## src/rtl/serial_adder_pkg.sv

```systemverilog
// Shared types and helpers for the bit-serial adder: FSM state encoding and
// the bit-counter width calculation.
package serial_adder_pkg;

  typedef enum logic [1:0] {
    IDLE = 2'd0,
    RUN  = 2'd1,
    DONE = 2'd2
  } state_e;

  // Counter must index bits 0..width-1; a 1-bit operand still needs a 1-bit counter.
  function automatic int cnt_w(input int width);
    return (width <= 1) ? 1 : $clog2(width);
  endfunction

endpackage

```

## src/rtl/serial_adder_bit_add_cell.sv

```systemverilog
// One-bit full adder built from two half-adder stages and an OR that merges
// their carries. Purely combinational.
module bit_add_cell (
  input  logic a_i,
  input  logic b_i,
  input  logic c_i,
  output logic s_o,
  output logic c_o
);

  logic hs1;
  logic hc1;
  logic hc2;

  assign hs1 = a_i ^ b_i;
  assign hc1 = a_i & b_i;
  assign s_o = hs1 ^ c_i;
  assign hc2 = hs1 & c_i;
  assign c_o = hc1 | hc2;

endmodule

```

## src/rtl/serial_adder.sv

```systemverilog
// Bit-serial adder: accepts WIDTH-bit operands, adds LSB-first one bit per clock
// through bit_add_cell, then presents sum/cout. Define SERIAL_ADDER_SUB_EN for a sub port.
module serial_adder
  import serial_adder_pkg::*;
#(
  parameter int WIDTH = 8
) (
  input  logic             clk,
  input  logic             rst_n,
`ifdef SERIAL_ADDER_SUB_EN
  input  logic             sub,
`endif
  input  logic             in_valid,
  output logic             in_ready,
  input  logic [WIDTH-1:0] a,
  input  logic [WIDTH-1:0] b,
  output logic             out_valid,
  input  logic             out_ready,
  output logic [WIDTH-1:0] sum,
  output logic             cout
);

  localparam int            CW   = cnt_w(WIDTH);
  localparam logic [CW-1:0] LAST = CW'(WIDTH - 1);

  state_e           state_q, state_d;
  logic [WIDTH-1:0] a_sh_q, a_sh_d;
  logic [WIDTH-1:0] b_sh_q, b_sh_d;
  logic [WIDTH-1:0] result_q, result_d;
  logic             carry_q, carry_d;
  logic [CW-1:0]    cnt_q, cnt_d;

  logic             cell_s;
  logic             cell_c;
  logic [WIDTH:0]   res_ext;
  logic [WIDTH-1:0] b_load;
  logic             cin_load;

`ifdef SERIAL_ADDER_SUB_EN
  // Subtract as a + ~b + 1: invert b on load and seed the carry with 1.
  assign b_load   = sub ? ~b : b;
  assign cin_load = sub;
`else
  assign b_load   = b;
  assign cin_load = 1'b0;
`endif

  bit_add_cell u_cell (
    .a_i (a_sh_q[0]),
    .b_i (b_sh_q[0]),
    .c_i (carry_q),
    .s_o (cell_s),
    .c_o (cell_c)
  );

  // Widened concat keeps the shift-in legal even when WIDTH is 1.
  assign res_ext = {cell_s, result_q};

  always_comb begin
    state_d  = state_q;
    a_sh_d   = a_sh_q;
    b_sh_d   = b_sh_q;
    result_d = result_q;
    carry_d  = carry_q;
    cnt_d    = cnt_q;
    case (state_q)
      IDLE: begin
        if (in_valid) begin
          a_sh_d  = a;
          b_sh_d  = b_load;
          carry_d = cin_load;
          cnt_d   = '0;
          state_d = RUN;
        end
      end
      RUN: begin
        result_d = res_ext[WIDTH:1];
        a_sh_d   = a_sh_q >> 1;
        b_sh_d   = b_sh_q >> 1;
        carry_d  = cell_c;
        if (cnt_q == LAST) begin
          state_d = DONE;
        end else begin
          cnt_d = cnt_q + CW'(1);
        end
      end
      DONE: begin
        if (out_ready) begin
          state_d = IDLE;
        end
      end
      default: state_d = IDLE;
    endcase
  end

  always_ff @(posedge clk) begin
    if (!rst_n) begin
      state_q  <= IDLE;
      a_sh_q   <= '0;
      b_sh_q   <= '0;
      result_q <= '0;
      carry_q  <= 1'b0;
      cnt_q    <= '0;
    end else begin
      state_q  <= state_d;
      a_sh_q   <= a_sh_d;
      b_sh_q   <= b_sh_d;
      result_q <= result_d;
      carry_q  <= carry_d;
      cnt_q    <= cnt_d;
    end
  end

  assign in_ready  = (state_q == IDLE);
  assign out_valid = (state_q == DONE);
  assign sum       = result_q;
  assign cout      = carry_q;

endmodule

```

## config.mk

```make
export PLATFORM = sky130hd
export DESIGN_NAME = serial_adder
export DESIGN_NICKNAME = d
export VERILOG_FILES = /design/src/rtl/serial_adder_pkg.sv /design/src/rtl/serial_adder_bit_add_cell.sv /design/src/rtl/serial_adder.sv
export SDC_FILE = /design/constraint.sdc
export NUM_CORES = 1
export LEC_CHECK = 0
export ABC_AREA = 1
export BUFFER_PORTS_ARGS = -buffer_cell sky130_fd_sc_hd__buf_2
export CORE_ASPECT_RATIO = 0.8
export CORE_MARGIN = 4
export CORE_UTILIZATION = 50
export DETAILED_ROUTE_END_ITERATION = 8
export MAX_ROUTING_LAYER = met4
export PLACE_DENSITY = 0.72
export SLEW_MARGIN = 20
export SYNTH_ARGS = -nofsm -noshare
export SYNTH_HDL_FRONTEND = slang
export SYNTH_SLANG_ARGS = --single-unit
```

## constraint.sdc

```tcl
create_clock -name clk -period 1.3 [get_ports clk]
set_input_delay 0.13 -clock clk [delete_from_list [all_inputs] [get_ports clk]]
set_output_delay 0.13 -clock clk [all_outputs]
set_load 0.005 [all_outputs]
```

==> results.py, run 1 <==
metrics = {
    "outcome": {
        "outcome": "finished, final reports clean",
    },
    "power_and_ir_drop": {
        "cell_pwr_density_nw_per_um2": 1100,
        "p_leak_uw": 0.000899,
        "clkPwrFrac_pct": 28.3,
        "internal_power_uw": 1370,
        "irDropWorstVdd_v": 0.000512,
        "p_sw_uw": 512,
        "p_sw_share_pct": 27.1,
        "total_power_uw": 1890,
        "share_seq_of_total_power_pct": 54.2,
        "combPwrFrac_pct": 17.6,
    },
    "synthesis": {
        "mappedNetlistNets": 247,
        "synthesis.yosys.warnings": 0,
        "yosysTopAreaCell": "dfxtp_1",
        "syn_area_per_cell_um2": 6.28,
        "synth_adder_area_share_pct": 3.20,
        "synth.top_cell.area_share_pct": 42.7,
        "synth.lib_cells_used.distinct": 17,
        "synth_top_family_by_area": "simple AND/OR/NAND/NOR gates",
        "post_synth_mux_area_share_pct": 0,
        "yosys-top-cells-area": "dfxtp_1, nand2_1, nor2_1, inv_1, o21ai_0",
        "synthXorXnorAreaFrac_pct": 0,
        "postSynthRegisterBits": 30,
        "synth_compound_gate_area_share_pct": 5.34,
        "yosys.area_share.simple_pct": 39.4,
        "synth_seq_area_share_pct": 42.7,
        "synthCells": 224,
        "synth_area_um2": 1410,
    },
    "sta": {
        "grt_setup_unrepaired": "no",
        "fin_setup_tns_ns": 0,
        "skew_ns": 0.00629,
        "maxClockFrequency_mhz": 824,
        "finalMaxSlewViolations": 0,
        "final-setup-viol-count": 0,
        "finalCriticalPeriod_ns": 1.21,
        "maxSlewHeadroom_pct": 84.5,
        "period_share_pct": 93.3,
        "tightest_slew_ns": 0.233,
        "hold_viol": 0,
    },
    "placement": {
        "port_buffers": 30,
        "gp_congestion": 0.795,
        "placedCellCount": 289,
        "detailed_place_hpwl_mm": 1.91,
    },
    "worst_setup_path": {
        "path_class": "flip-flop to flip-flop",
        "critical_path.max_stage_delay_ns": 0.41,
        "worstPathMaxFanout": 2,
        "worst-endpoint-arrival_ns": 1.46,
        "worstSetupEndpointType": "flip-flop",
        "crit_path_top_delay_cell": "fa_1",
        "crit_path_cell_trace": "inv_1 -> fa_1 -> or2_4 -> a21oi_2",
        "startpoint_type": "flip-flop",
        "critical_path_required_ns": 1.55,
    },
    "cts": {
        "tritoncts": "yes",
        "cts.clk_slew.worst_paths_ns": 0.08,
        "postCtsSetupBuffers": 0,
        "cts_htree_levels": 2,
        "longest_clk_path_bufs": 2,
        "cts_inserted_buffers": 5,
        "root_buffer": "clkbuf_4",
        "cts_num_sinks": 30,
        "cts_resized": 0,
        "worstSkewPairLatency_ns": 0.32,
        "cts_hold_buffers": 0,
    },
    "grt": {
        "via_count_of_the_first_global_routing_pass": 1102,
        "grt_pass1_wl_mm": 4.69,
        "track_usage_pct": 16.3,
        "grt_overflow_total": 0,
        "grt_start_max_net_pins": 32,
        "antenna_found_initial": 0,
    },
    "floorplanning": {
        "dieArea_um2": 3730,
        "std_cell_rows": 16,
        "ios": 31,
        "core-area_um2": 2560,
        "floorplan.initialDensity_pct": 54.9,
        "die_x_um": 67.3,
        "floorplan.die.height_um": 55.4,
    },
    "drt": {
        "drcViolationCount": 0,
        "postRouteWirelength_mm": 2.64,
        "wl_per_cell_um": 8.94,
        "antenna_left": 0,
        "vias_per_cell": 4.46,
        "detailroute.via_count": 1315,
        "drtPass1Iterations": 4,
        "drt_iter0_drc": 56,
    },
    "finish": {
        "layout_cells_sized_above_1_pct": 21.2,
        "diode_count": 0,
        "instances_no_fill": 295,
        "syn2layout_area_growth_pct": 21.4,
        "nNetsFinal": 283,
        "nFillCells": 255,
    },
    "min_path": {
        "hold_class": "input port to flip-flop",
    },
    "job": {
        "drv_cap": 0,
    },
}
## Yosys cell counts (all sizes together)
cell type	number
a21oi	6
buf	7
clkbuf	3
dfxtp	30
fa	1
ha	2
inv	23
nand2	83
nand3	7
nand3b	1
nor2	51
o21ai	9
or2	1
## power by group through the flow
stage	logic (µW)	registers [µW]	clock network, µW
3_3_place_gp	329	1040	0
6_report	331	1020	533
3_5_place_dp	332	1040	0
2_1_floorplan	218	1040	0
5_1_grt	388	1030	587
4_1_cts	334	1020	557
## worst paths after layout
path              cells after the start         end  startpoint  slack [ns]
hold / removal                        4  state_q[1]   out_ready        0.06
setup / recovery                      4        cout        cout        0.09
setup reg to reg                      4        cout        cout        0.09
hold reg to reg                       2   a_sh_q[7]   a_sh_q[7]        0.47
## layer usage
| metal | track usage (%) | routed length, µm | vias up |
|---|---|---|---|
| li1 | - | - | 738 |
| met1 | 22.1 | 1350 | 544 |
| met2 | 22.1 | 1090 | 26 |
| met3 | 5.68 | 145 | 7 |
| met4 | 6.07 | 51 | 0 |
| met5 | - | 0 | - |
## critical path, delay by kind of cell (launching register included)
family | cells | cell delay (ns)
AOI/OAI and AO/OA | 1 | 0.12
buffers and inverters | 1 | 0.05
DFF | 1 | 0.33
adders and majority gates | 1 | 0.41
and+or+nand+nor | 1 | 0.25
## flip-flops by register name, indices dropped and copies added, names as in the netlist
name     flops
a_sh_q       8
b_sh_q       8
sum          8
cnt_q        3
state_q      2
cout         1
## metrics by stage
step	worst slack, ns	instance area (µm²)	util (%)	hold slack, ns
2_1_floorplan	0.0501	1410	-	0.296
3_3_place_gp	0.0856	1640	64.0	0.393
3_5_place_dp	0.0647	1640	64.0	0.396
4_1_cts	0.0441	1690	66.0	0.0488
5_1_grt	0.00425	1710	66.7	0.0745
6_report	0.0871	1710	66.7	0.0553
## layout by cell type (no fill, tap or decap), drive strengths merged
| master | n |
|---|---|
| buf | 39 |
| nor2 | 51 |
| ha | 2 |
| nand2 | 83 |
| dfxtp | 30 |
| nand3 | 7 |
| fa | 1 |
| nand3b | 1 |
| o21ai | 9 |
| or2 | 1 |
| clkbuf | 6 |
| a21oi | 6 |
| inv | 23 |
## final cells by class
class | count | area (µm²) | area share [%]
sequential | 30 | 604 | 35.4
inverter | 23 | 86.3 | 5.05
timing repair buffer | 39 | 230 | 13.5
multi-input combinational | 161 | 691 | 40.4
tap | 36 | 45.0 | 2.64
clock buffer | 6 | 51.3 | 3.00
## cell families after synthesis
family / after synthesis
and+or+nand+nor: 143
buffers and inverters: 33
DFF: 30
AOI/OAI and AO/OA: 15
adders and majority gates: 3
(Power assumes the default switching activity.)
==> run 2: changes to the inputs <==
--- a/config.mk
+++ b/config.mk
@@ -7,13 +7,13 @@
 export LEC_CHECK = 0
 export ABC_AREA = 1
 export BUFFER_PORTS_ARGS = -buffer_cell sky130_fd_sc_hd__buf_2
-export CORE_ASPECT_RATIO = 0.8
 export CORE_MARGIN = 4
 export CORE_UTILIZATION = 50
+export CTS_BUF_LIST = sky130_fd_sc_hd__clkbuf_8
 export DETAILED_ROUTE_END_ITERATION = 8
 export MAX_ROUTING_LAYER = met4
 export PLACE_DENSITY = 0.72
-export SLEW_MARGIN = 20
+export SLEW_MARGIN = 0
 export SYNTH_ARGS = -nofsm -noshare
 export SYNTH_HDL_FRONTEND = slang
 export SYNTH_SLANG_ARGS = --single-unit
==> run 2 against run 1 <==
- routed wire length rose by 10%
- critical endpoint unchanged
- sequential power barely moved
- register-to-register slack got worse by 0.03 ns
- core utilization rose by 0.80 points
- sequential share of layout area fell by 0.56 points
- combinational power rose by 3%
- critical path depth did not move
- non-clock buffer count fell by 1
- largest cell class unchanged
- final cell count fell by 2.4%
- worst setup slack got worse by 0.025 ns
- fmax fell by 2.0%
==> results.py, run 2 (synthesis results as in run 1) <==
metrics = {
    "finish": {
        "nFillCells": 268,
        "multi_input_area_um2": 687,
        "diode_count": 0,
        "finalCoreUtilization_pct": 67.4,
        "syn2layout_area_growth_pct": 23.1,
        "most-common-layout-cells": "nand2_1, nor2_1, buf_2, dfxtp_1, inv_1",
        "layout.area.seq_um2": 603,
        "nNetsFinal": 282,
        "instances_no_fill": 288,
        "layout_cells_sized_above_1_pct": 20.5,
        "layout.cells.most_common": "nand2_1",
    },
    "floorplanning": {
        "std_cell_rows": 18,
        "die_x_um": 61.0,
        "ios": 31,
        "dieArea_um2": 3730,
        "floorplan.die.height_um": 61.0,
        "core-area_um2": 2570,
        "floorplan.initialDensity_pct": 54.8,
    },
    "worst_setup_path": {
        "worstPathMaxFanout": 2,
        "critical_path_required_ns": 1.51,
        "worstSetupEndpointType": "flip-flop",
        "critical-path-top-delay-family": "adder cells",
        "worst-endpoint-arrival_ns": 1.45,
        "critical_path.max_stage_delay_ns": 0.37,
        "path_class": "flip-flop to flip-flop",
        "startpoint_type": "flip-flop",
        "crit_path_top_delay_cell": "fa_2",
        "crit_path_cell_trace": "inv_1 -> fa_2 -> or2_2 -> a21oi_2",
        "critPathBufInv": 1,
    },
    "drt": {
        "wl_per_cell_um": 10.1,
        "drcViolationCount": 0,
        "wl_met3_um": 163,
        "drt_iter0_drc": 50,
        "postRouteWirelength_mm": 2.90,
        "vias_per_cell": 4.65,
        "top_layer": "met4",
        "drtPass1Iterations": 4,
        "detailroute.via_count": 1339,
        "met2_wirelength_mm": 1.32,
        "antenna_left": 0,
        "wirelength_met1_mm": 1.37,
    },
    "placement": {
        "placedCellCount": 282,
        "detailed_place_hpwl_mm": 2.01,
        "port_buffers": 30,
        "gp_congestion": 0.774,
    },
    "cts": {
        "cts_inserted_buffers": 5,
        "root_buffer": "clkbuf_8",
        "cts.clk_slew.worst_paths_ns": 0.06,
        "cts_num_sinks": 30,
        "tritoncts": "yes",
        "postCtsSetupBuffers": 0,
        "cts_htree_levels": 2,
        "worstSkewPairLatency_ns": 0.28,
        "longest_clk_path_bufs": 2,
    },
    "power_and_ir_drop": {
        "p_sw_uw": 550,
        "cell_pwr_density_nw_per_um2": 1210,
        "p_sw_share_pct": 26.3,
        "combPwrFrac_pct": 16.3,
        "share_seq_of_total_power_pct": 48.9,
        "p_leak_uw": 0.000905,
        "irDropWorstVdd_v": 0.000938,
        "internal_power_uw": 1540,
        "clkPwrFrac_pct": 34.8,
    },
    "sta": {
        "hold_viol": 0,
        "tightest_slew_ns": 0.359,
        "period_share_pct": 95.2,
        "final-setup-viol-count": 0,
        "finalMaxSlewViolations": 0,
        "maxSlewHeadroom_pct": 76.1,
        "finalCriticalPeriod_ns": 1.24,
        "fin_setup_tns_ns": 0,
        "maxClockFrequency_mhz": 808,
        "skew_ns": 0.00524,
        "grt_setup_unrepaired": "no",
    },
    "grt": {
        "grt_overflow_total": 0,
        "grt_start_max_net_pins": 32,
        "grt_pass1_wl_mm": 4.96,
        "antenna_found_initial": 0,
        "track_usage_pct": 18.9,
        "via_count_of_the_first_global_routing_pass": 1181,
    },
    "outcome": {
        "outcome": "finished, final reports clean",
    },
    "job": {
        "drv_cap": 0,
    },
    "min_path": {
        "hold_class": "input port to flip-flop",
    },
}
run 2: through the flow:
| stage | hold slack (ns) | total power (µW) | worst slack [ns] | cell area (µm²) |
|---|---|---|---|---|
| 2_1_floorplan | 0.296 | 1260 | 0.0501 | 1410 |
| 3_3_place_gp | 0.394 | 1370 | 0.0857 | 1640 |
| 3_5_place_dp | 0.398 | 1390 | 0.0116 | 1640 |
| 6_report | 0.104 | 2090 | 0.0621 | 1730 |
| 4_1_cts | 0.0997 | 2120 | 0.0463 | 1720 |
| 5_1_grt | 0.105 | 2220 | 0.00145 | 1730 |
run 2: per-layer routing:
metal  vias up  track usage [%]
met3         7             6.92
li1        736                -
met5         -                -
met4         0             7.43
met1       571             22.1
met2        25             29.3
run 2: path summary, 6_finish.rpt:
kind	from	end	slack, ns	cells after the start
hold reg to reg	a_sh_q[7]	a_sh_q[7]	0.46	2
setup / recovery	cout	cout	0.06	4
hold / removal	out_ready	state_q[1]	0.10	4
setup reg to reg	cout	cout	0.06	4
run 2: power by group through the flow:
stage                     clock network, µW  logic [µW]  registers, µW
after floorplan                           0         218           1040
after global placement                    0         333           1040
after detailed placement                  0         342           1040
after CTS                               750         345           1020
after global routing                    790         400           1030
final                                   728         342           1020
run 2: area by class of cell:
| class | instances | area share, % |
|---|---|---|
| multi-input combinational | 161 | 39.7 |
| sequential | 30 | 34.8 |
| timing repair buffer | 38 | 13.6 |
| inverter | 23 | 4.99 |
| clock buffer | 6 | 4.77 |
| tap | 30 | 2.17 |
run 2: repair_timing:
item | 4_1_cts | 5_1_grt
resized for setup | 1 | 4
pin swaps | 0 | 2
setup endpoints to repair | 1 | 4
hold buffers | 0 | 0
run 2: worst min-delay path, delay by kind of cell:
kind / cells / cell delay, ns
and+or+nand+nor: 1 / 0.05
buffers and inverters: 2 / 0.10
AOI/OAI and AO/OA: 1 / 0.05
==> run 3: changes to the inputs <==
==> constraint.sdc (replaced) <==
create_clock -name clk -period 1.3 [get_ports clk]
set_input_delay 0.39 -clock clk [delete_from_list [all_inputs] [get_ports clk]]
set_output_delay 0.39 -clock clk [all_outputs]
set_load 0.005 [all_outputs]
==> run 3 against run 2 <==
- the run now ends with negative setup slack left
- worst setup slack worse by 0.11 ns
- register-to-register slack better by 0.05 ns
- critical path depth is 1 lower
- sequential power about the same
- fmax down 8.0%
- first-iteration DRC count decreased by 12%
- die area unchanged
- power is 8.4% higher
- design area is 7.2% higher
- flip-flop and latch count did not move
==> results.py, run 3 (synthesis results as in run 1) <==
metrics = {
    "outcome": {
        "outcome": "finished with violations",
        "failed_checks": "negative setup slack",
    },
    "drt": {
        "vias_per_cell": 4.63,
        "drt_iter0_drc": 44,
        "wl_per_cell_um": 10.1,
        "drtPass1Iterations": 4,
        "detailroute.via_count": 1371,
        "antenna_left": 0,
        "drcViolationCount": 0,
        "postRouteWirelength_mm": 2.99,
    },
    "worst_setup_path": {
        "worst_setup_path_startpoint": "state_q[0]",
        "crit_path_top_delay_cell": "dfxtp_4",
        "worst_r2r_endpoint": "cout",
        "worstSetupEndpoint": "out_valid",
        "rrSetupSlack_ns": 0.11,
        "worst-endpoint-arrival_ns": 0.96,
        "regToRegStartpoint": "cout",
        "path_class": "flip-flop to output port",
        "critical_path_required_ns": 0.91,
        "critical_path.max_stage_delay_ns": 0.36,
        "startpoint_type": "flip-flop",
        "rr_worst_depth": 4,
        "worstPathMaxFanout": 3,
        "crit_path_cell_trace": "buf_6 -> nor2_4 -> buf_2",
        "worstSetupEndpointType": "output port",
    },
    "grt": {
        "grt_start_max_net_pins": 32,
        "grt_overflow_total": 0,
        "track_usage_pct": 20.4,
        "via_count_of_the_first_global_routing_pass": 1233,
        "grt_pass1_wl_mm": 5.35,
        "antenna_found_initial": 0,
    },
    "floorplanning": {
        "floorplan.initialDensity_pct": 54.8,
        "ios": 31,
        "floorplan.die.height_um": 61.0,
        "die_x_um": 61.0,
        "std_cell_rows": 18,
        "core-area_um2": 2570,
        "dieArea_um2": 3730,
    },
    "job": {
        "drv_cap": 0,
    },
    "cts": {
        "longest_clk_path_bufs": 2,
        "worstSkewPairLatency_ns": 0.28,
        "tritoncts": "yes",
        "root_buffer": "clkbuf_8",
        "cts_htree_levels": 2,
        "cts_hold_buffers": 0,
        "cts_inserted_buffers": 5,
        "cts.clk_slew.worst_paths_ns": 0.06,
        "cts_num_sinks": 30,
    },
    "sta": {
        "hold_viol": 0,
        "finalCriticalPeriod_ns": 1.35,
        "period_share_pct": 104,
        "skew_ns": 0.00259,
        "fin_setup_tns_ns": -0.0790,
        "finalMaxSlewViolations": 0,
        "maxSlewHeadroom_pct": 81.9,
        "fin_ws_ns": -0.0458,
        "worst_hold_slack_ns": 0.353,
        "grt_setup_unrepaired": "yes",
        "tightest_slew_ns": 0.272,
        "final-setup-viol-count": 2,
        "maxClockFrequency_mhz": 743,
    },
    "power_and_ir_drop": {
        "cell_pwr_density_nw_per_um2": 1220,
        "p_leak_uw": 0.000961,
        "irDropWorstVdd_v": 0.000869,
    },
    "finish": {
        "syn2layout_area_growth_pct": 32.0,
        "layout_cells_sized_above_1_pct": 25.2,
        "nNetsFinal": 288,
        "layout.cells.most_common": "nand2_1",
        "nFillCells": 230,
        "finalCoreUtilization_pct": 72.3,
        "most-common-layout-cells": "nand2_1, nor2_1, buf_2, dfxtp_1, inv_1",
        "diode_count": 0,
    },
    "placement": {
        "gp_congestion": 0.742,
        "detailed_place_hpwl_mm": 1.93,
        "port_buffers": 30,
    },
    "min_path": {
        "hold_class": "input port to flip-flop",
    },
}
==> run 3: worst min path at each step <==
stage	slack, ns	depth (start not counted)	start	to
finish	0.35	4	out_ready	state_q[1]
global route	0.36	4	out_ready	state_q[1]
CTS	0.35	4	out_ready	state_q[1]
detailed placement	0.46	2	a_sh_q[7]	a_sh_q[7]
global placement	0.45	2	b_sh_q[7]	b_sh_q[7]
floorplan	0.44	2	a_sh_q[7]	a_sh_q[7]
==> run 3: final cells by class <==
| cell class | count | area [µm²] | share of cell area (%) |
|---|---|---|---|
| repair buffers | 44 | 300 | 16.2 |
| clock buffers | 8 | 110 | 5.93 |
| inverters | 23 | 86.3 | 4.65 |
| multi-input cells | 161 | 716 | 38.5 |
| flip-flops and latches | 30 | 607 | 32.7 |
| well taps | 30 | 37.5 | 2.02 |
==> run 3: per-layer routing <==
layer	share of wire, %	up-vias	GRT usage, %	wire length, µm
met1	45	586	23.2	1360
met3	5.5	8	6.29	165
met2	47	29	32.8	1400
li1	-	748	-	-
met5	0	-	-	0
met4	2.0	0	9.29	60
==> run 3: power by group <==
group,internal [µW],total [µW],switching (µW)
clock network,534,884,350
registers,987,1020,34.5
logic,166,365,199
==> run 3: critical path: cells and delay by family (launching register included) <==
family	cells	cell delay [ns]
buffers and inverters	2	0.23
AND/OR/NAND/NOR	1	0.08
flip-flops	1	0.36
==> run 3: what timing repair did <==
| action | CTS | global route |
|---|---|---|
| resized for setup | 10 | 8 |
| pin swaps | 2 | 2 |
| endpoints found under the setup margin | 2 | 25 |
| setup buffers | 3 | 0 |
==> run 3: metrics by stage <==
step	total power (µW)	cells	worst slack [ns]	area [µm²]
6_report	2270	296	-0.0458	1860
5_1_grt	2420	296	-0.0944	1860
4_1_cts	2290	296	-0.0429	1830
3_5_place_dp	1390	285	0.0681	1670
3_3_place_gp	1390	285	0.0863	1670
2_1_floorplan	1260	224	0.0501	1410
